==> src/rtl/dev_port_arbiter.sv <==
// dev_port_arbiter
// Shares one Ibex-style device port between NUM_REQ requesters.
// Arbitration is round-robin, and at most one transaction is in flight at a time.
// The response is routed back to the requester that owns the transaction.
// A watchdog turns a lost response into an error response. The late reply is
// then absorbed in S_DRAIN so that it never reaches the next owner.
module dev_port_arbiter #(
    parameter int NUM_REQ = 2,
    parameter int TIMEOUT = 1024
) (
    input  logic                    clk,
    input  logic                    rst,
    input  logic [NUM_REQ-1:0]      s_req_i,
    input  logic [NUM_REQ*32-1:0]   s_addr_i,
    input  logic [NUM_REQ-1:0]      s_we_i,
    input  logic [NUM_REQ*4-1:0]    s_be_i,
    input  logic [NUM_REQ*32-1:0]   s_wdata_i,
    output logic [NUM_REQ-1:0]      s_gnt_o,
    output logic [NUM_REQ-1:0]      s_rvalid_o,
    output logic [NUM_REQ-1:0]      s_err_o,
    output logic [NUM_REQ*32-1:0]   s_rdata_o,
    output logic                    m_req_o,
    output logic [31:0]             m_addr_o,
    output logic                    m_we_o,
    output logic [3:0]              m_be_o,
    output logic [31:0]             m_wdata_o,
    input  logic                    m_gnt_i,
    input  logic                    m_rvalid_i,
    input  logic                    m_err_i,
    input  logic [31:0]             m_rdata_i,
    output logic                    timeout_o
);

    localparam int IW  = (NUM_REQ > 1) ? $clog2(NUM_REQ) : 1;
    // The watchdog counter needs at least one bit, even when the watchdog is disabled.
    localparam int WDW = (TIMEOUT > 0) ? $clog2(TIMEOUT + 1) : 1;
    localparam logic [WDW-1:0] WD_LAST = (TIMEOUT > 0) ? WDW'(TIMEOUT - 1) : '0;
    localparam logic [WDW-1:0] WD_MAX  = {WDW{1'b1}};
    localparam logic [IW-1:0]  LAST_IDX = IW'(NUM_REQ - 1);
    localparam logic [IW:0]    NUM_W    = (IW + 1)'(NUM_REQ);

    localparam logic [1:0] S_IDLE  = 2'd0;
    localparam logic [1:0] S_WAIT  = 2'd1;
    localparam logic [1:0] S_DRAIN = 2'd2;

    logic [1:0]     state_q, state_d;
    logic [IW-1:0]  rr_ptr_q, rr_ptr_d;
    logic [IW-1:0]  owner_q, owner_d;
    logic [WDW-1:0] wd_cnt_q, wd_cnt_d;

    // Per-requester request fields, unpacked from the flat buses.
    logic [31:0] req_addr  [NUM_REQ];
    logic        req_we    [NUM_REQ];
    logic [3:0]  req_be    [NUM_REQ];
    logic [31:0] req_wdata [NUM_REQ];

    logic [IW-1:0] win_idx;
    logic          win_found;
    logic [IW:0]   cand_sum;
    logic [IW-1:0] cand_idx;

    logic issue_req;
    logic grant_fire;
    logic resp_fire;
    logic to_fire;

    generate
        for (genvar gi = 0; gi < NUM_REQ; gi++) begin : g_unpack
            assign req_addr[gi]  = s_addr_i[32*gi +: 32];
            assign req_we[gi]    = s_we_i[gi];
            assign req_be[gi]    = s_be_i[4*gi +: 4];
            assign req_wdata[gi] = s_wdata_i[32*gi +: 32];
        end
    endgenerate

    // The round-robin search starts at rr_ptr. The first active request found is the winner.
    always_comb begin
        win_found = 1'b0;
        win_idx   = '0;
        cand_sum  = '0;
        cand_idx  = '0;
        for (int i = 0; i < NUM_REQ; i++) begin
            cand_sum = {1'b0, rr_ptr_q} + (IW + 1)'(i);
            if (cand_sum >= NUM_W) begin
                cand_sum = cand_sum - NUM_W;
            end
            cand_idx = cand_sum[IW-1:0];
            if (!win_found && s_req_i[cand_idx]) begin
                win_found = 1'b1;
                win_idx   = cand_idx;
            end
        end
    end

    // Outputs are gated by rst so that everything reads 0 while reset is asserted.
    assign issue_req  = !rst && (state_q == S_IDLE) && (|s_req_i);
    assign grant_fire = issue_req && m_gnt_i;
    assign resp_fire  = !rst && (state_q == S_WAIT) && m_rvalid_i;
    // A real response in the expiry cycle takes priority over the timeout.
    assign to_fire    = !rst && (TIMEOUT != 0) && (state_q == S_WAIT)
                        && !m_rvalid_i && (wd_cnt_q == WD_LAST);

    assign m_req_o   = issue_req;
    assign m_addr_o  = issue_req ? req_addr[win_idx]  : 32'd0;
    assign m_we_o    = issue_req ? req_we[win_idx]    : 1'b0;
    assign m_be_o    = issue_req ? req_be[win_idx]    : 4'd0;
    assign m_wdata_o = issue_req ? req_wdata[win_idx] : 32'd0;
    assign timeout_o = to_fire;

    generate
        for (genvar gi = 0; gi < NUM_REQ; gi++) begin : g_lane
            logic is_win;
            logic is_owner;
            assign is_win   = (win_idx == IW'(gi));
            assign is_owner = (owner_q == IW'(gi));
            assign s_gnt_o[gi]           = grant_fire && is_win;
            assign s_rvalid_o[gi]        = is_owner && (resp_fire || to_fire);
            assign s_err_o[gi]           = is_owner && ((resp_fire && m_err_i) || to_fire);
            assign s_rdata_o[32*gi +: 32] = (is_owner && resp_fire) ? m_rdata_i : 32'd0;
        end
    endgenerate

    // Next-state logic: grant in IDLE, wait for the response or a timeout, then drain the late reply.
    always_comb begin
        state_d  = state_q;
        rr_ptr_d = rr_ptr_q;
        owner_d  = owner_q;
        wd_cnt_d = wd_cnt_q;
        case (state_q)
            S_IDLE: begin
                if (grant_fire) begin
                    owner_d  = win_idx;
                    rr_ptr_d = (win_idx == LAST_IDX) ? '0 : win_idx + IW'(1);
                    wd_cnt_d = '0;
                    state_d  = S_WAIT;
                end
            end
            S_WAIT: begin
                if (m_rvalid_i) begin
                    state_d = S_IDLE;
                end else if (to_fire) begin
                    state_d = S_DRAIN;
                end else if (wd_cnt_q != WD_MAX) begin
                    wd_cnt_d = wd_cnt_q + WDW'(1);
                end
            end
            S_DRAIN: begin
                if (m_rvalid_i) begin
                    state_d = S_IDLE;
                end
            end
            default: begin
                state_d = S_IDLE;
            end
        endcase
    end

    // State registers. Reset returns to IDLE, so any reply still in flight is ignored there.
    always_ff @(posedge clk or posedge rst) begin
        if (rst) begin
            state_q  <= S_IDLE;
            rr_ptr_q <= '0;
            owner_q  <= '0;
            wd_cnt_q <= '0;
        end else begin
            state_q  <= state_d;
            rr_ptr_q <= rr_ptr_d;
            owner_q  <= owner_d;
            wd_cnt_q <= wd_cnt_d;
        end
    end

endmodule

==> config.mk <==
export PLATFORM = sky130hd
export DESIGN_NAME = dev_port_arbiter
export DESIGN_NICKNAME = d
export VERILOG_FILES = /design/src/rtl/dev_port_arbiter.sv
export SDC_FILE = /design/constraint.sdc
export NUM_CORES = 1
export LEC_CHECK = 0
export ABC_AREA = 1
export CAP_MARGIN = 25
export CORE_AREA = 2 2 125 127
export CTS_BUF_LIST = sky130_fd_sc_hd__clkbuf_8
export CTS_CLUSTER_DIAMETER = 150
export CTS_CLUSTER_SIZE = 14
export DETAILED_ROUTE_END_ITERATION = 8
export DIE_AREA = 0 0 127 129
export HOLD_SLACK_MARGIN = 0.02
export PLACE_DENSITY = 0.57
export SETUP_SLACK_MARGIN = 0.2
export SLEW_MARGIN = 5
export SYNTH_ARGS = -nofsm -noshare
export SYNTH_HDL_FRONTEND = slang
export SYNTH_SLANG_ARGS = --single-unit
==> constraint.sdc <==
create_clock -name clk -period 1.4 [get_ports clk]
set_input_delay 0.21 -clock clk [delete_from_list [all_inputs] [get_ports clk]]
set_output_delay 0.21 -clock clk [all_outputs]
set_load 0.1 [all_outputs]
# [After elaboration in Yosys (flattened, before gate mapping)]
# Cells that the tools add are included.
[totals] inputBits=177 wordCells=93 mem_bits_ro=0 mem_count=0 ff_bits=15 latchBits=0 output_inout_bits=141 ramBits=0
[op_classes] shifts=0 n_bitwise=3 reduce_logical=28 div_mod_pow=0 multipliers=0 muxes=38 eq_ne=10 addsub=5 n_lt_le_gt_ge=5
[op_table] op="32-bit two-way mux" count=10
[op_table] op="11-bit two-way mux" count=4
[op_table] op="11-bit one-hot mux with 2 select lines" count=1
[op_table] op="1-bit logical AND" count=17
[op_table] op="4-bit two-way mux" count=4
[op_table] op="1-bit two-way mux" count=14
[op_table] op="11-bit by 1-bit adder with 11-bit output (second input constant)" count=1
[op_table] op="11-bit by 10-bit == test with 1-bit output (second input constant)" count=1
[op_table] op="11-bit inequality test (second input constant)" count=1
[op_table] op="2-bit two-way mux" count=4
[op_table] op="2-bit inequality test (second input constant)" count=4
[op_table] op="2-bit one-hot mux with 3 select lines" count=1
[op_table] op="5-bit AND reduction" count=1
[op_table] op="2-bit greater-or-equal comparator (second input constant)" count=2
[op_table] op="1-bit by 2-bit < comparator with 1-bit output (second input constant)" count=2
[op_table] op="1-bit zero test" count=3
[op_table] op="3-bit inequality test (second input constant)" count=1
[op_table] op="3-bit AND reduction" count=1
[op_table] op="1-bit by 1-bit adder with 2-bit output (second input constant)" count=1
[op_table] op="2-bit by 1-bit == test with 1-bit output (second input constant)" count=1
[op_table] op="2-bit == test (second input constant)" count=1
[op_table] op="1-bit by 2-bit greater-or-equal comparator with 1-bit output (second input constant)" count=1
[op_table] op="2-bit zero test" count=1
[op_table] op="1-bit logical OR" count=2
[op_table] op="8 further kinds" count=10

# [Longest topological paths before layout]
[depth] ltp_word=13 mapped_depth=10 depth_no_buf=9

# [Worst setup path before layout]
# OpenSTA, ideal clock, no wires.
[synth_timing] path_type="flip-flop to output port" from="register wd_cnt_q[0]" to="output port s_rvalid_o[0]" path_buffers=0 required_time_ns=1.190 arrival_time_ns=2.926 path_stages_with_launch=8 slack_ns=-1.736 path_cell_list="dfrtp_1 ha_1 nand2_1 nor2_4 nand2_2 nor2_4 nor2_1 nor2_1"
[synth_between] elab_chain_len=4
[synth_rtl] element="start: declaration" line_no="49" rtl="logic [WDW-1:0] wd_cnt_q, wd_cnt_d;"
[synth_rtl] element="start signal: assignment" line_no="169" rtl="wd_cnt_q <= wd_cnt_d;"
[synth_rtl] element="11-bit by 10-bit == test with 1-bit output" line_no="101" rtl="&& !m_rvalid_i && (wd_cnt_q == WD_LAST);"
[synth_rtl] element="1-bit logical AND" line_no="101"
[synth_rtl] element="via timeout_o" line_no="31" rtl="output logic timeout_o"
[synth_rtl] element="1-bit logical OR" line_no="117" rtl="assign s_rvalid_o[gi] = is_owner && (resp_fire || to_fire);"
[synth_rtl] element="1-bit logical AND" line_no="117"
[synth_rtl] element="end: declaration" line_no="19" rtl="output logic [NUM_REQ-1:0] s_rvalid_o,"
# The timed path passes the listed nets, and every way through them passes these cells.

# [Final worst setup path]
[layout_timing] from="register state_q[1]" to="output port s_rvalid_o[0]"
[layout_between] elab_chain_len=6 elab_cells_between_ends=7 cone_classes="1 x eq/ne; 6 x reduce/logical"
[layout_rtl] element="start: declaration" line_no="46" rtl="logic [1:0] state_q, state_d;"
[layout_rtl] element="start signal: assignment" line_no="166" rtl="state_q <= state_d;"
[layout_rtl] element="2-bit by 1-bit == test with 1-bit output (*)" line_no="98, 100"
[layout_rtl] element="1-bit logical AND (*)" line_no="98, 100"
[layout_rtl] element="1-bit logical AND (2 in a row)" line_no="101"
[layout_rtl] element="1-bit logical OR (*)" line_no="117"
[layout_rtl] element="1-bit logical AND (*)" line_no="117"
# Mark *: on every way between the ends. The rest lies on a longest branch, timed or not.

==> flow_summary.json <==
{
  "grt_usage": 0.230,
  "rsz0062_at_grt": "true",
  "timing.fmax_mhz": 501,
  "drc": 0,
  "numCtsBuffers": 3,
  "placementRows": 45,
  "async_reset_ff_frac": 1.00,
  "syn_nets": 688,
  "fin_ws_ns": -0.595,
  "synth_top_cells_by_area": "nor2_1 35%, dfrtp_1 15%, o21ai_0 14%",
  "leakagePower_nw": 4.10,
  "switchingPower_mw": 3.15,
  "grt_pass1_vias": 5417,
  "holdBufCountCts": 0,
  "drt-total-wl_um": 20400,
  "max_slew_margin": 0.815,
  "drv_slew": 0,
  "critPathMostFrequentCell": "nor2_4",
  "synth_cell_types": 23,
  "synth_top_area_cell": "nor2_1",
  "power.density_nw_per_um2": 571,
  "syn_area_per_cell_sq_um": 4.87,
  "cp.arrival_ns": 1.79,
  "worstSetupStartpointType": "register",
  "setup_viol": 155,
  "die_w_um": 127,
  "ys_seq_area_frac": 0.151,
  "hold_ws_ns": 0.270,
  "finalWeightedCongestion": 0.851,
  "status": "finished with violations",
  "hpwl_um": 14300,
  "slowest_delay_ns": 0.43,
  "synth-seq-cells": 15,
  "switching_share": 0.541,
  "nets": 1098,
  "ant_nets": 0,
  "cts_buffer_depth": 2,
  "grt_max_degree": 29,
  "antenna_found_initial": 0,
  "io_buffers": 317,
  "p_clk_frac": 0.063,
  "clk_pin_slew_ns": 0.07,
  "tns_ns": -76.65,
  "path_buf_inv": 4,
  "drt_iter0_markers": 193,
  "antenna_cells": 0,
  "synth-xor-area-share": 0,
  "netlist_area_sq_um": 2490,
  "critical_path.top_delay_family": "simple AND/OR/NAND/NOR gates",
  "dp_slack_ns": -0.691,
  "seqPwrFrac": 0.084,
  "fp.dieH_um": 129,
  "cts-root-buf": "clkbuf_8",
  "violations": "negative setup slack",
  "cts_tree": "yes",
  "worstSetupEndpointType": "output pin",
  "ir_worst_vdd_mv": 0.434,
  "skew_ns": 0.00310,
  "period_minus_slack_ns": 2.00,
  "core-area_sq_um": 15000,
  "drtPass1Iterations": 4,
  "p_int_mw": 2.67,
  "wire_per_inst_um": 18.4,
  "r2r-start": "state_q[0]",
  "regArea_sq_um": 377,
  "syn2layout_area_growth_pct": 310,
  "netlist_instances": 510,
  "start_util": 0.166,
  "die_area_sq_um": 16400,
  "grt-ovfl-total": 0,
  "synth.top_cell.area_share": 0.350,
  "nFillCells": 1060,
  "min_path_type": "input port to asynchronous set/reset pin",
  "insertion_delay_ns": 0.25,
  "grt_pass1_wl_um": 29600,
  "htree_levels": 1,
  "tightest_slew_ns": 0.277,
  "worstPathCellList": "inv_2 -> nand2_4 -> nor2_4 -> buf_4 -> buf_4 -> nand2_4 -> nor2_4 -> nor2_4 -> nor2_4 -> buf_12",
  "crit_required_ns": 1.19,
  "cpMaxStageDelayCell": "dfrtp_1",
  "synth_edf_count": 0,
  "total_power_mw": 5.81,
  "yosys_warnings": 0,
  "combPwrFrac": 0.853,
  "vias": 5050,
  "synth_mux_area_frac": 0,
  "min_period_over_period": 1.43,
  "synth_most_common_cell": "nor2_1",
  "multi_input_area_sq_um": 3340,
  "path_class": "register to output pin",
  "synth_common_cells": "232 x nor2_1, 70 x o21ai_0, 56 x inv_1",
  "clock_sinks": 15,
  "maxCapViolCount": 0,
  "path_max_fanout": 3,
  "synth_simple_gate_area_frac": 0.545,
  "yosys.area_share.adder": 0.00503,
  "final_util": 0.680,
  "hold_violations": 0,
  "startpoint": "state_q[1]",
  "ios": 318,
  "synth_compound_area_frac": 0.162,
  "drive_gt1_frac": 0.552,
  "synth_top_family_by_area": "simple AND/OR/NAND/NOR gates",
  "ys.flop_type": "dfrtp_1",
  "vias_per_cell": 4.56
}
[stage by stage]
step	cell area, sq um	cells
floorplan	3320	510
global placement	8560	1054
detailed placement	8560	1054
CTS	9900	1096
global route	10200	1107
finish	10200	1107
[kinds of logic after synthesis]
family / count (synthesis)
AND/OR/NAND/NOR: 329
flip-flops: 15
buffers and inverters: 86
adder cells (fa/ha/maj): 1
AO/OA/AOI/OAI: 79
[what timing repair did]
item                                    in CTS  in global routing
pin swaps                                   26                 20
endpoints found under the setup margin     156                156
gates cloned                                10                  4
buffers inserted                            28                  7
resized for setup                          288                 35
[final timing paths]
path	end	slack, ns	depth (start not counted)
worst min-delay path	rr_ptr_q	0.27	4
min in group clk	state_q[1]	0.39	3
worst max-delay path	s_rvalid_o[0]	-0.60	10
worst max register to register	wd_cnt_q[10]	-0.36	12
worst min register to register	wd_cnt_q[7]	0.60	3
max in group asynchronous	wd_cnt_q[0]	1.00	4
[power by group through the flow]
stage / sequential [mW] / combinational, mW / clock (mW)
2_1_floorplan: 0.510 / 2.41 / 0
3_3_place_gp: 0.490 / 4.18 / 0
3_5_place_dp: 0.492 / 4.21 / 0
4_1_cts: 0.486 / 4.88 / 0.369
5_1_grt: 0.491 / 5.15 / 0.403
6_report: 0.487 / 4.96 / 0.367
[worst register-to-register path, stage by stage, from the launching register on]
cell and delay, ns:
dfrtp_1 0.41, buf_6 0.14, nand2_4 0.07, nor2_4 0.04
buf_4 0.13, buf_4 0.13, nand2_4 0.06, nor2_4 0.06
buf_4 0.14, nor2_4 0.14, nand3_4 0.16, nand2_2 0.11
nand2_2 0.06
[registers in the layout, summed over array words and instances (netlist names)]
signal	count
g_lane.is_owner	1
state_q	2
wd_cnt_q	11
rr_ptr_q	1
[metal layers]
layer,vias to the layer above,track usage,part of all wire
met3,36,0.0503,0.077
met1,2351,0.245,0.34
met4,0,0.0543,0.024
met5,-,0,0
li1,2390,-,-
met2,273,0.458,0.56
[cell type report]
class | instances | area share
tap | 188 | 0.0231
timing repair buffer | 432 | 0.584
inverter | 57 | 0.0236
sequential | 15 | 0.0370
clock inverter | 1 | 0.000368
multi-input combinational | 411 | 0.328
clock buffer | 3 | 0.00405
[layout by cell type, fill, tap and decap left out, types with 2 or more instances in the layout]
cell type	count
dfrtp_1	14
o21ai_2	33
buf_4	60
dlygate4sd2_1	2
nor3b_1	2
inv_8	2
nor2_1	83
o21ai_4	11
nand2_2	14
a21oi_1	3
o21ai_1	25
nand3_2	4
o31ai_2	2
nor2_4	148
nand3_4	3
nand2_1	41
buf_12	150
nand2_8	3
a21oi_2	2
inv_2	3
clkdlybuf4s50_1	172
clkbuf_8	3
nand2_4	6
nand4_1	2
nor2_2	7
clkbuf_16	4
buf_6	30
nand3_1	16
buf_16	9
buf_8	3
inv_1	50
Power figures use the tool's default switching activity.
